## src/rtl/dht_pkg.sv

```systemverilog
// Shared types, error codes and timing helpers for the DHT single-wire reader.
package dht_pkg;

    typedef enum logic [2:0] {
        ST_IDLE,
        ST_START_LOW,
        ST_WAIT_RESP,
        ST_RESP_LOW,
        ST_RESP_HIGH,
        ST_BIT_LOW,
        ST_BIT_HIGH,
        ST_FINISH
    } dht_state_e;

    localparam logic [1:0] ERR_NONE     = 2'd0;
    localparam logic [1:0] ERR_NO_RESP  = 2'd1;
    localparam logic [1:0] ERR_BIT_TMO  = 2'd2;
    localparam logic [1:0] ERR_CHECKSUM = 2'd3;

    localparam int unsigned FRAME_BITS  = 40;
    localparam int unsigned SYNC_STAGES = 2;

    function automatic int unsigned us_to_cycles(input int unsigned freq_hz,
                                                 input int unsigned us);
        return 32'((64'(freq_hz) * 64'(us)) / 64'd1_000_000);
    endfunction

    function automatic int unsigned ms_to_cycles(input int unsigned freq_hz,
                                                 input int unsigned ms);
        return 32'((64'(freq_hz) * 64'(ms)) / 64'd1_000);
    endfunction

    // Arrival index -> shift-register position: byte k lands in [8k+7:8k], MSB first.
    function automatic logic [5:0] bit_pos(input logic [5:0] idx);
        return {idx[5:3], ~idx[2:0]};
    endfunction

endpackage

```

## src/rtl/dht_phase_timer.sv

```systemverilog
// Cycle counter for the current line phase, with pulse-length and timeout compares.
module dht_phase_timer #(
    parameter int unsigned CNT_W       = 20,
    parameter int unsigned THRESH_CYC  = 2000,
    parameter int unsigned TIMEOUT_CYC = 10000
) (
    input  logic             clk,
    input  logic             reset,
    input  logic             clear,
    output logic [CNT_W-1:0] count,
    output logic             over_thresh_c,
    output logic             over_timeout_c
);

    always_ff @(posedge clk) begin
        if (reset || clear) begin
            count <= '0;
        end else begin
            count <= count + CNT_W'(1);
        end
    end

    // count lags the elapsed phase length by one, so >= here means elapsed > limit
    assign over_thresh_c  = (count >= CNT_W'(THRESH_CYC));
    assign over_timeout_c = (count >= CNT_W'(TIMEOUT_CYC));

endmodule

```

## src/rtl/dht_read_ctrl.sv

```systemverilog
// DHT11/22 style single-wire read controller: start pulse, response, 40 data bits.
// Define DHT_CHECKSUM_EN to verify the checksum byte before latching the frame.
module dht_read_ctrl
    import dht_pkg::*;
#(
    parameter int unsigned CLK_FREQ_HZ = 50_000_000,
    parameter int unsigned THRESH_US   = 40,
    parameter int unsigned TIMEOUT_US  = 200
) (
    input  logic        clk,
    input  logic        reset,
    input  logic        start,
    input  logic        dht_in,
    output logic        dht_oe,
    output logic        busy,
    output logic        done,
    output logic        error,
    output logic [1:0]  err_code,
    output logic [39:0] data
);

    localparam int unsigned START_CYC   = ms_to_cycles(CLK_FREQ_HZ, 18);
    localparam int unsigned THRESH_CYC  = us_to_cycles(CLK_FREQ_HZ, THRESH_US);
    localparam int unsigned TIMEOUT_CYC = us_to_cycles(CLK_FREQ_HZ, TIMEOUT_US);
    localparam int unsigned CNT_MAX_A   = (START_CYC > TIMEOUT_CYC) ? START_CYC : TIMEOUT_CYC;
    localparam int unsigned CNT_MAX     = (CNT_MAX_A > THRESH_CYC) ? CNT_MAX_A : THRESH_CYC;
    localparam int unsigned CNT_W       = $clog2(CNT_MAX + 2);

    dht_state_e        state;
    logic [1:0]        sync_q;
    logic              line;
    logic [CNT_W-1:0]  count;
    logic              over_thresh_c;
    logic              over_timeout_c;
    logic              clear_c;
    logic              start_end_c;
    logic              resp_seen_c;
    logic [5:0]        bit_idx;
    logic [39:0]       shreg;

    always_ff @(posedge clk) begin
        if (reset) begin
            sync_q <= 2'b11;
        end else begin
            sync_q <= {sync_q[0], dht_in};
        end
    end

    assign line        = sync_q[1];
    assign start_end_c = (count == CNT_W'(START_CYC - 1));
    // Just after release the synchronizer still shows our own low drive; ignore it.
    assign resp_seen_c = !line && (count >= CNT_W'(SYNC_STAGES));

    // Restart the phase timer on every state change; hold it cleared while idle.
    always_comb begin
        clear_c = 1'b1;
        case (state)
            ST_START_LOW: clear_c = start_end_c;
            ST_WAIT_RESP: clear_c = resp_seen_c || over_timeout_c;
            ST_RESP_LOW:  clear_c = line || over_timeout_c;
            ST_RESP_HIGH: clear_c = !line || over_timeout_c;
            ST_BIT_LOW:   clear_c = line || over_timeout_c;
            ST_BIT_HIGH:  clear_c = !line || over_timeout_c;
            default:      clear_c = 1'b1;
        endcase
    end

    dht_phase_timer #(
        .CNT_W       (CNT_W),
        .THRESH_CYC  (THRESH_CYC),
        .TIMEOUT_CYC (TIMEOUT_CYC)
    ) u_timer (
        .clk            (clk),
        .reset          (reset),
        .clear          (clear_c),
        .count          (count),
        .over_thresh_c  (over_thresh_c),
        .over_timeout_c (over_timeout_c)
    );

`ifdef DHT_CHECKSUM_EN
    logic [7:0] sum_c;
    assign sum_c = shreg[7:0] + shreg[15:8] + shreg[23:16] + shreg[31:24];
`endif

    always_ff @(posedge clk) begin
        if (reset) begin
            state    <= ST_IDLE;
            dht_oe   <= 1'b0;
            busy     <= 1'b0;
            done     <= 1'b0;
            error    <= 1'b0;
            err_code <= ERR_NONE;
            data     <= '0;
            bit_idx  <= '0;
            shreg    <= '0;
        end else begin
            done <= 1'b0;
            case (state)
                ST_IDLE: begin
                    if (start && !done) begin
                        state    <= ST_START_LOW;
                        dht_oe   <= 1'b1;
                        busy     <= 1'b1;
                        error    <= 1'b0;
                        err_code <= ERR_NONE;
                        bit_idx  <= '0;
                    end
                end
                ST_START_LOW: begin
                    if (start_end_c) begin
                        state  <= ST_WAIT_RESP;
                        dht_oe <= 1'b0;
                    end
                end
                ST_WAIT_RESP: begin
                    if (resp_seen_c) begin
                        state <= ST_RESP_LOW;
                    end else if (over_timeout_c) begin
                        state    <= ST_FINISH;
                        error    <= 1'b1;
                        err_code <= ERR_NO_RESP;
                    end
                end
                ST_RESP_LOW: begin
                    if (line) begin
                        state <= ST_RESP_HIGH;
                    end else if (over_timeout_c) begin
                        state    <= ST_FINISH;
                        error    <= 1'b1;
                        err_code <= ERR_NO_RESP;
                    end
                end
                ST_RESP_HIGH: begin
                    if (!line) begin
                        state <= ST_BIT_LOW;
                    end else if (over_timeout_c) begin
                        state    <= ST_FINISH;
                        error    <= 1'b1;
                        err_code <= ERR_NO_RESP;
                    end
                end
                ST_BIT_LOW: begin
                    if (line) begin
                        state <= ST_BIT_HIGH;
                    end else if (over_timeout_c) begin
                        state    <= ST_FINISH;
                        error    <= 1'b1;
                        err_code <= ERR_BIT_TMO;
                    end
                end
                ST_BIT_HIGH: begin
                    if (!line) begin
                        shreg[bit_pos(bit_idx)] <= over_thresh_c;
                        bit_idx <= bit_idx + 6'd1;
                        state   <= (bit_idx == 6'(FRAME_BITS - 1)) ? ST_FINISH : ST_BIT_LOW;
                    end else if (over_timeout_c) begin
                        state    <= ST_FINISH;
                        error    <= 1'b1;
                        err_code <= ERR_BIT_TMO;
                    end
                end
                ST_FINISH: begin
                    state <= ST_IDLE;
                    done  <= 1'b1;
                    busy  <= 1'b0;
`ifdef DHT_CHECKSUM_EN
                    if (!error) begin
                        if (sum_c == shreg[39:32]) begin
                            data <= shreg;
                        end else begin
                            error    <= 1'b1;
                            err_code <= ERR_CHECKSUM;
                        end
                    end
`else
                    if (!error) begin
                        data <= shreg;
                    end
`endif
                end
            endcase
        end
    end

endmodule

```

## config.mk

```make
export PLATFORM = sky130hd
export DESIGN_NAME = dht_read_ctrl
export DESIGN_NICKNAME = d
export VERILOG_FILES = /design/src/rtl/dht_pkg.sv /design/src/rtl/dht_phase_timer.sv /design/src/rtl/dht_read_ctrl.sv
export SDC_FILE = /design/constraint.sdc
export NUM_CORES = 1
export LEC_CHECK = 0
export ABC_AREA = 1
export CAP_MARGIN = 5
export CORE_MARGIN = 3
export CORE_UTILIZATION = 45
export DETAILED_ROUTE_END_ITERATION = 8
export HOLD_SLACK_MARGIN = 0.1
export PLACE_DENSITY_LB_ADDON = 0.3
export REMOVE_ABC_BUFFERS = 1
export SYNTH_ARGS = -nofsm -noshare
export SYNTH_HDL_FRONTEND = slang
export SYNTH_HIERARCHICAL = 1
export SYNTH_SLANG_ARGS = --single-unit
```

## constraint.sdc

```tcl
create_clock -name clk -period 2.5 [get_ports clk]
set_input_delay 0.5 -clock clk [delete_from_list [all_inputs] [get_ports clk]]
set_output_delay 0.5 -clock clk [all_outputs]
set_load 0.05 [all_outputs]
```

Word level (Yosys, flattened, before mapping)
Index checks and enable logic that the tools add are counted.
Word-level totals
  output and inout port bits: 46
  input port bits: 4
  bits in writable memories: 0
  logic and storage cells: 102
  latch bits: 0
  ROM bits: 0
  memories kept: 0
  register bits after elaboration: 117
Operators by class
  bitwise logic cells: 3
  eq/ne operators: 19
  add/subtract/negate cells: 2
  muxes and demuxes: 37
  $lt $le $gt $ge: 5
  shift operators: 0
  reduce and logical (&&, ||, !) cells: 25
  divide/modulo/power cells: 0
  multipliers: 0
Operator list (count)
  40-bit bitwise mux: 1
  3-bit 2-to-1 mux: 8
  3-bit case mux with 8 select lines: 1
  20-bit by 1-bit adder with 20-bit output (second input constant): 1
  20-bit == test (second input constant): 1
  20-bit by 11-bit greater-or-equal comparator with 1-bit output (second input constant): 1
  20-bit by 14-bit greater-or-equal comparator with 1-bit output (second input constant): 1
  20-bit by 2-bit greater-or-equal comparator with 1-bit output (second input constant): 1
  2-bit 2-to-1 mux: 9
  2-bit != test (second input constant): 9
  3-bit == test (second input constant): 4
  6-bit 2-to-1 mux: 2
  2-bit case mux with 6 select lines: 1
  6-bit case mux with 2 select lines: 1
  1-bit 2-to-1 mux: 9
  1-bit case mux with 4 select lines: 2
  2-bit AND reduction: 4
  6-bit by 7-bit less-than comparator with 1-bit output (second input constant): 1
  7-bit AND reduction: 1
  6-bit by 1-bit adder with 6-bit output (second input constant): 1
  1-bit demux with 6-bit select: 1
  3-bit by 2-bit == test with 1-bit output (second input constant): 2
  6-bit == test (second input constant): 1
  6-bit by 1-bit greater-or-equal comparator with 1-bit output (second input constant): 1
  other kinds (15): 27

Longest topological paths before layout
Gate-level depths: netlist of the first run.
  depth after elaboration: 6
  gate-level depth with buffers: 14
  depth with buffers taken out: 14

Modules after synthesis
The synthesis of the first run kept the hierarchy.
By module, submodules not included
  dht_read_ctrl: sequential area each 1941.9 um2, times used 1, area each 4224.1 um2, cells an instance 543
  dht_phase_timer: sequential area each 400.4 um2, times used 1, area each 1118.6 um2, cells an instance 168

Worst setup path before layout of the first run
No wires, ideal clock.
  path kind: flip-flop to flip-flop
  from: register u_timer.count[8]
  to: register u_timer.count[10]
  required time: 2430 ps
  data arrival time: 1736 ps
  buffers on the path: 1
  setup time: 70 ps
  period minus slack after synthesis: 1806 ps
  path slack: 694 ps
  stages on the path, launching flop included: 14
  path through: dfxtp_1 nand2_1 inv_1 nand3_1 nand3_1 nand2_1 nand2_1 inv_1 nand4_1 o21a_1 nor2_1 clkbuf_1 o21ai_0 a21oi_1
Between the ends
  elaborated cells between the ends (all ways): 10
  classes of those cells: add/sub: 1; order compare: 2; eq/ne: 1; mux: 1; reduce/logical: 5
RTL lines
  start, declared: RTL line dht_phase_timer.sv:10  | output logic [CNT_W-1:0] count,
  start signal, assigned: RTL line dht_phase_timer.sv:19  | count <= count + CNT_W'(1);
  20-bit by 14-bit greater-or-equal comparator with 1-bit output (*): RTL line dht_phase_timer.sv:25  | assign over_timeout_c = (count >= CNT_W'(TIMEOUT_CYC));
  net over_timeout_c: RTL line dht_read_ctrl.sv:34  | logic over_timeout_c;
  1-bit logical OR (on tied branches)
  1-bit case mux with 4 select lines (*): RTL line dht_read_ctrl.sv:57  | case (state)
  net clear_c: RTL line dht_read_ctrl.sv:35  | logic clear_c;
  1-bit logical OR (*): RTL line dht_phase_timer.sv:16  | if (reset || clear) begin
Mark *: on every way through the listed nets, which the timed path passes. The rest lies on a longest branch.
A chain may end at the register's enable or synchronous reset.

Worst setup path in the final report of the first run
  from: register error
  to: output error
RTL lines
  start, declared: RTL line dht_read_ctrl.sv:17  | output logic error,
  start signal, assigned: RTL line dht_read_ctrl.sv:92  | error <= 1'b0;
  start signal, assigned: RTL line dht_read_ctrl.sv:105  | error <= 1'b0;
  start signal, assigned: RTL line dht_read_ctrl.sv:121  | error <= 1'b1;
No word-level cell between the ends.

==> flow_summary.json, run 1 <==
{
  "pwr-share-clk_pct": 54.7,
  "p_int_w": 0.003628,
  "cp.arrival_ns": 1.62,
  "peakVddDrop_mv": 0.4113,
  "finalMaxSlewViolations": 0,
  "die_area_um2": 13220,
  "swShare_pct": 21.83,
  "layout_commonest_cell": "nor2_1",
  "wl_per_cell_um": 13.75,
  "fp.dieW_um": 115.0,
  "cts.repair.resized": 0,
  "gp_congestion": 0.9192,
  "insertion_delay_ns": 0.42,
  "grt_max_degree": 43,
  "postRouteWirelength_mm": 12.59,
  "crit_required_ns": 2.00,
  "ys_seq_area_share_pct": 43.84,
  "ant_nets": 0,
  "coreArea_um2": 11520,
  "critical_path_buf_inv_count": 1,
  "finalSetupViolCount": 0,
  "max_freq_mhz": 472.3,
  "syn_area_per_cell_um2": 7.514,
  "post-route-period-util_pct": 84.70,
  "slew_headroom_pct": 56.82,
  "grt_usage_pct": 20.24,
  "place_hpwl_mm": 8.393,
  "rows": 39,
  "synth-seq-cells": 117,
  "p_sw_w": 0.001013,
  "p_per_area_nw_per_um2": 708.2,
  "portBuffers": 49,
  "first_pass_iters": 5,
  "numCtsBuffers": 17,
  "min_period_ns": 2.117,
  "drc": 0,
  "p_leak_nw": 2.769,
  "syn-cell-area_um2": 5343,
  "drt_iter0_markers": 274,
  "max_stage_delay_ns": 0.83,
  "critPathTopFamily": "buffers and inverters",
  "grt_pass1_vias": 4682,
  "slowest_stage": "clkdlybuf4s50_1",
  "clk_pin_slew_worst_paths_ns": 0.05,
  "path_max_fanout": 3,
  "skew_ns": 0.01439,
  "maxCapViolCount": 0,
  "status": "complete, no violations",
  "grt_overflow_total": 0,
  "vias": 4834,
  "critPathKind": "flop to output pin",
  "ys.warnings.count": 6,
  "synthDistinctLibCells": 39,
  "antenna_found_initial": 0,
  "start_util_pct": 46.39,
  "final_layout_size_suffix_gt1_share_pct": 10.75,
  "tightest_slew_ns": 0.6468,
  "power.share.combinational_pct": 4.4,
  "crit_chain": "clkdlybuf4s50_1",
  "rsz0062_at_grt": "false",
  "cts_setup_buffers": 0,
  "synth_cells": 711,
  "final_cell_mix": "nor2_1, dfxtp_1, nand2_1, o21ai_0, inv_1",
  "hold_class": "flop to flop",
  "final_nets": 766,
  "tritoncts": "done",
  "hold_viol_final": 0,
  "fin_util_pct": 56.90,
  "vias_per_cell": 5.283,
  "die_h_um": 115.0,
  "grt_pass1_wl_mm": 21.70,
  "clock_sinks": 117,
  "n_antenna_cell": 0,
  "p_seq_share_pct": 40.9,
  "clock_path_buffers": 2,
  "finalSetupTns_ns": 0,
  "cp-start-kind": "flop",
  "syn_to_final_growth_pct": 22.65,
  "end_kind": "output pin",
  "cts_max_level": 4,
  "io_pins": 50,
  "cts_root_buf": "clkbuf_16",
  "cts_hold_buffers": 0
}
power groups by stage:
stage          clock [W]  sequential [W]  combinational, W
5_1_grt          0.00267         0.00190          0.000226
6_report         0.00254         0.00190          0.000202
4_1_cts          0.00258         0.00190          0.000203
2_1_floorplan          0         0.00196          0.000104
3_5_place_dp           0         0.00194          0.000201
3_3_place_gp           0         0.00194          0.000200
final cells by class:
| cell class | count | area (um^2) |
|---|---|---|
| fill | 1049 | 4964 |
| multi-input combinational | 497 | 2569 |
| sequential | 117 | 2342 |
| timing repair buffer | 60 | 585.6 |
| clock buffer | 22 | 484.2 |
| inverter | 66 | 247.7 |
| tap | 143 | 178.9 |
| clock inverter | 10 | 145.1 |
path summary, 6_finish.rpt:
| path | startpoint | end | slack (ns) | cells past startpoint |
|---|---|---|---|---|
| min reg2reg | sync_q[0] | sync_q[1] | 0.41 | 1 |
| max reg2reg | u_timer/count[8] | u_timer/count[14] | 0.40 | 14 |
| max | error | error | 0.38 | 1 |
| min | sync_q[0] | sync_q[1] | 0.41 | 1 |
synthesized netlist by cell type:
| master | number | share of area, % |
|---|---|---|
| nand2_1 | 83 | 5.8 |
| nand4_1 | 17 | 2.0 |
| nor2_8 | 1 | 0.37 |
| clkbuf_1 | 13 | 0.91 |
| nand4_2 | 1 | 0.23 |
| buf_4 | 2 | 0.28 |
| nand2_4 | 5 | 1.1 |
| nand2_2 | 5 | 0.59 |
| nor2_2 | 4 | 0.47 |
| xnor2_1 | 2 | 0.33 |
| o21bai_1 | 23 | 3.2 |
| o21a_1 | 2 | 0.28 |
| o21ai_0 | 67 | 6.3 |
| o311a_1 | 23 | 4.3 |
| xor2_1 | 1 | 0.16 |
| nor4_1 | 1 | 0.12 |
| clkinv_1 | 1 | 0.070 |
| and2_1 | 1 | 0.12 |
| nand3_1 | 28 | 2.6 |
| nand3b_1 | 2 | 0.28 |
| a21oi_1 | 34 | 3.2 |
| a31oi_1 | 1 | 0.12 |
| nor3_1 | 17 | 1.6 |
| o2111ai_1 | 1 | 0.16 |
| nor3_2 | 2 | 0.37 |
| o211ai_1 | 1 | 0.14 |
| dfxtp_1 | 117 | 44 |
| nor2_1 | 158 | 11 |
| buf_2 | 11 | 1.0 |
| or2_2 | 5 | 0.59 |
| ha_1 | 3 | 0.70 |
| buf_6 | 4 | 0.84 |
| nor3_4 | 1 | 0.30 |
| nand3_2 | 1 | 0.19 |
| buf_12 | 1 | 0.37 |
| nor2_4 | 6 | 1.3 |
| inv_2 | 9 | 0.63 |
| inv_1 | 56 | 3.9 |
| o21ai_1 | 1 | 0.094 |
cells by family after synthesis:
kind of cell	after synthesis	share of synthesized area (%)
XOR/XNOR	3	0.4919
adder cells (fa/ha/maj)	3	0.7027
flip-flops	117	43.84
AO/OA/AOI/OAI	153	17.80
AND/OR/NAND/NOR	338	29.09
buffers and inverters	97	8.079
layer usage:
metal	vias up	part of all wire, %	track usage, %
met4	0	1.4	6.260
met3	17	3.6	5.053
met1	2252	48	26.40
met5	-	0	0
met2	106	47	33.10
li1	2459	-	-
state kept, by name, summed over array words and instances, names as in the netlist:
name	flops
data	40
err_code	2
dht_oe	1
error	1
bit_idx	6
sync_q	2
state	3
shreg	40
u_timer/count	20
done	1
busy	1
through the flow:
stage | power, W | cell area [um^2] | worst slack (ns) | std cells | hold WS [ns]
floorplan | 0.002067 | 5159 | 0.2557 | 680 | 0.3895
global placement | 0.002137 | 5923 | 0.5085 | 883 | 0.3935
detailed placement | 0.002138 | 5923 | 0.4761 | 883 | 0.4035
CTS | 0.004681 | 6553 | 0.3538 | 915 | 0.4160
global route | 0.004795 | 6553 | 0.1645 | 915 | 0.4400
finish | 0.004640 | 6553 | 0.3825 | 915 | 0.4106
Power figures use the tool's default switching activity.
==> run 2: changes to the inputs <==
==> constraint.sdc (replaced) <==
create_clock -name clk -period 1.8 [get_ports clk]
set_input_delay 0.36 -clock clk [delete_from_list [all_inputs] [get_ports clk]]
set_output_delay 0.36 -clock clk [all_outputs]
set_load 0.05 [all_outputs]
==> run 2 against run 1 <==
Against the previous run: the flow now finishes with violations (setup timing); final cell count up 5.4%; clock skew down 0.0066 ns; critical path depth up 10; sequential share of layout area down 1.6 points; via count up 5.5%; critical path type is now flop to flop; largest power group unchanged.
==> flow_summary.json, run 2 (synthesis results as in run 1) <==
{
  "violations": "setup timing",
  "grt_usage_pct": 20.99,
  "clock_path_buffers": 2,
  "crit_required_ns": 2.14,
  "p_per_area_nw_per_um2": 901.5,
  "ant_nets": 0,
  "grt_pass1_vias": 4736,
  "top_regs": "data (40), shreg (40), u_timer/count (20)",
  "vias": 5100,
  "cp.arrival_ns": 2.16,
  "path_max_fanout": 9,
  "vias_per_cell": 5.290,
  "tritoncts": "done",
  "cts_max_level": 4,
  "grt_pass1_wl_mm": 22.57,
  "layout_commonest_cell": "nor2_1",
  "postRouteWirelength_mm": 13.64,
  "end_kind": "flop",
  "skew_ns": 0.007751,
  "place_area_um2": 6141,
  "portBuffers": 49,
  "die_area_um2": 13220,
  "hold_class": "flop to flop",
  "syn_to_final_growth_pct": 29.30,
  "fillers": 1041,
  "hold_viol_final": 0,
  "coreArea_um2": 11520,
  "drt_iter0_markers": 418,
  "peakVddDrop_mv": 0.5773,
  "cts_root_buf": "clkbuf_16",
  "rows": 39,
  "n_antenna_cell": 0,
  "layout_setup_ws_ns": -0.01464,
  "final_cell_mix": "nor2_1, dfxtp_1, buf_4, nand2_1, o21ai_0",
  "hold_ws_ns": 0.4133,
  "cp-start-kind": "flop",
  "antenna_found_initial": 0,
  "post-route-period-util_pct": 100.8,
  "max_freq_mhz": 551.1,
  "numCtsBuffers": 17,
  "first_pass_iters": 5,
  "final_layout_size_suffix_gt1_share_pct": 25.58,
  "slew_headroom_pct": 64.62,
  "insertion_delay_ns": 0.41,
  "grt_overflow_total": 0,
  "tightest_slew_ns": 0.5301,
  "gp_congestion": 0.9418,
  "grt_max_degree": 44,
  "clock_sinks": 117,
  "place_hpwl_mm": 9.058,
  "finalSetupViolCount": 5,
  "die_h_um": 115.0,
  "clk_pin_slew_worst_paths_ns": 0.06,
  "final_nets": 815,
  "min_period_ns": 1.815,
  "fp.dieW_um": 115.0,
  "fin_area_um2": 6908,
  "dp_worst_setup_slack_ns": -0.08375,
  "rsz0062_at_grt": "true",
  "status": "finished with violations",
  "finalMaxSlewViolations": 0,
  "wl_per_cell_um": 14.15,
  "maxCapViolCount": 0,
  "critPathKind": "flop to flop",
  "drc": 0,
  "start_util_pct": 46.39,
  "io_pins": 50,
  "p_leak_nw": 3.115
}
-- run 2: changes by cell type in the layout (fill, tap and decap cells not counted), sizes merged --
cell,change
buf,+94
clkdlybuf4s50,-46
inv,+6
clkbuf,-3
bufinv,-2
clkinv,-1
clkinvlp,+1
-- run 2: worst paths after layout --
check,from,end,slack [ns],cells past startpoint
min,sync_q[0],sync_q[1],0.41,1
max reg2reg,u_timer/count[16],u_timer/count[14],-0.01,11
max,u_timer/count[16],u_timer/count[14],-0.01,11
min reg2reg,sync_q[0],sync_q[1],0.41,1
-- run 2: where the power goes --
group	switching (W)	total (W)	internal (W)
sequential	0.0000187	0.00263	0.00261
combinational	0.000204	0.000318	0.000114
clock	0.00131	0.00328	0.00197
-- run 2: what timing repair did --
action	in CTS	in global routing
resized for setup	10	36
pin swaps	2	9
cloned	1	1
hold endpoints to repair	0	0
setup buffers	1	5
hold buffers	0	0
endpoints found under the setup margin	19	91
-- run 2: layer usage --
| layer | part of all wire (%) | global-route usage [%] |
|---|---|---|
| met5 | 0 | 0 |
| met4 | 1.6 | 6.103 |
| met3 | 5.4 | 5.053 |
| met2 | 48 | 33.49 |
| met1 | 45 | 28.34 |
-- run 2: through the flow --
step	cells	power (W)	TNS, ns	utilization (%)
final	964	0.006227	-0.02972	59.98
after CTS	958	0.006258	0	58.63
after detailed placement	924	0.002981	-0.5540	53.32
after global routing	964	0.006451	-1.885	59.98
after global placement	924	0.002977	0	53.32
after floorplan	680	0.002871	-17.07	-
-- run 2: layout make-up --
cell class | count | area (um^2) | share of cell area (%)
multi-input combinational | 497 | 2650 | 38.36
clock buffer | 18 | 439.2 | 6.358
inverter | 66 | 249.0 | 3.604
clock inverter | 14 | 138.9 | 2.011
sequential | 117 | 2356 | 34.11
timing repair buffer | 109 | 895.9 | 12.97
tap | 143 | 178.9 | 2.590
-- run 2: worst max-delay path, stage by stage (launching register included) --
cell,delay [ns]
dfxtp_1,0.34
nor2_2,0.15
nand2_1,0.06
nor3_1,0.21
nand2_2,0.12
inv_2,0.07
nand4_1,0.09
o21a_1,0.20
nor2_4,0.16
clkinv_2,0.09
buf_6,0.15
a21oi_2,0.11
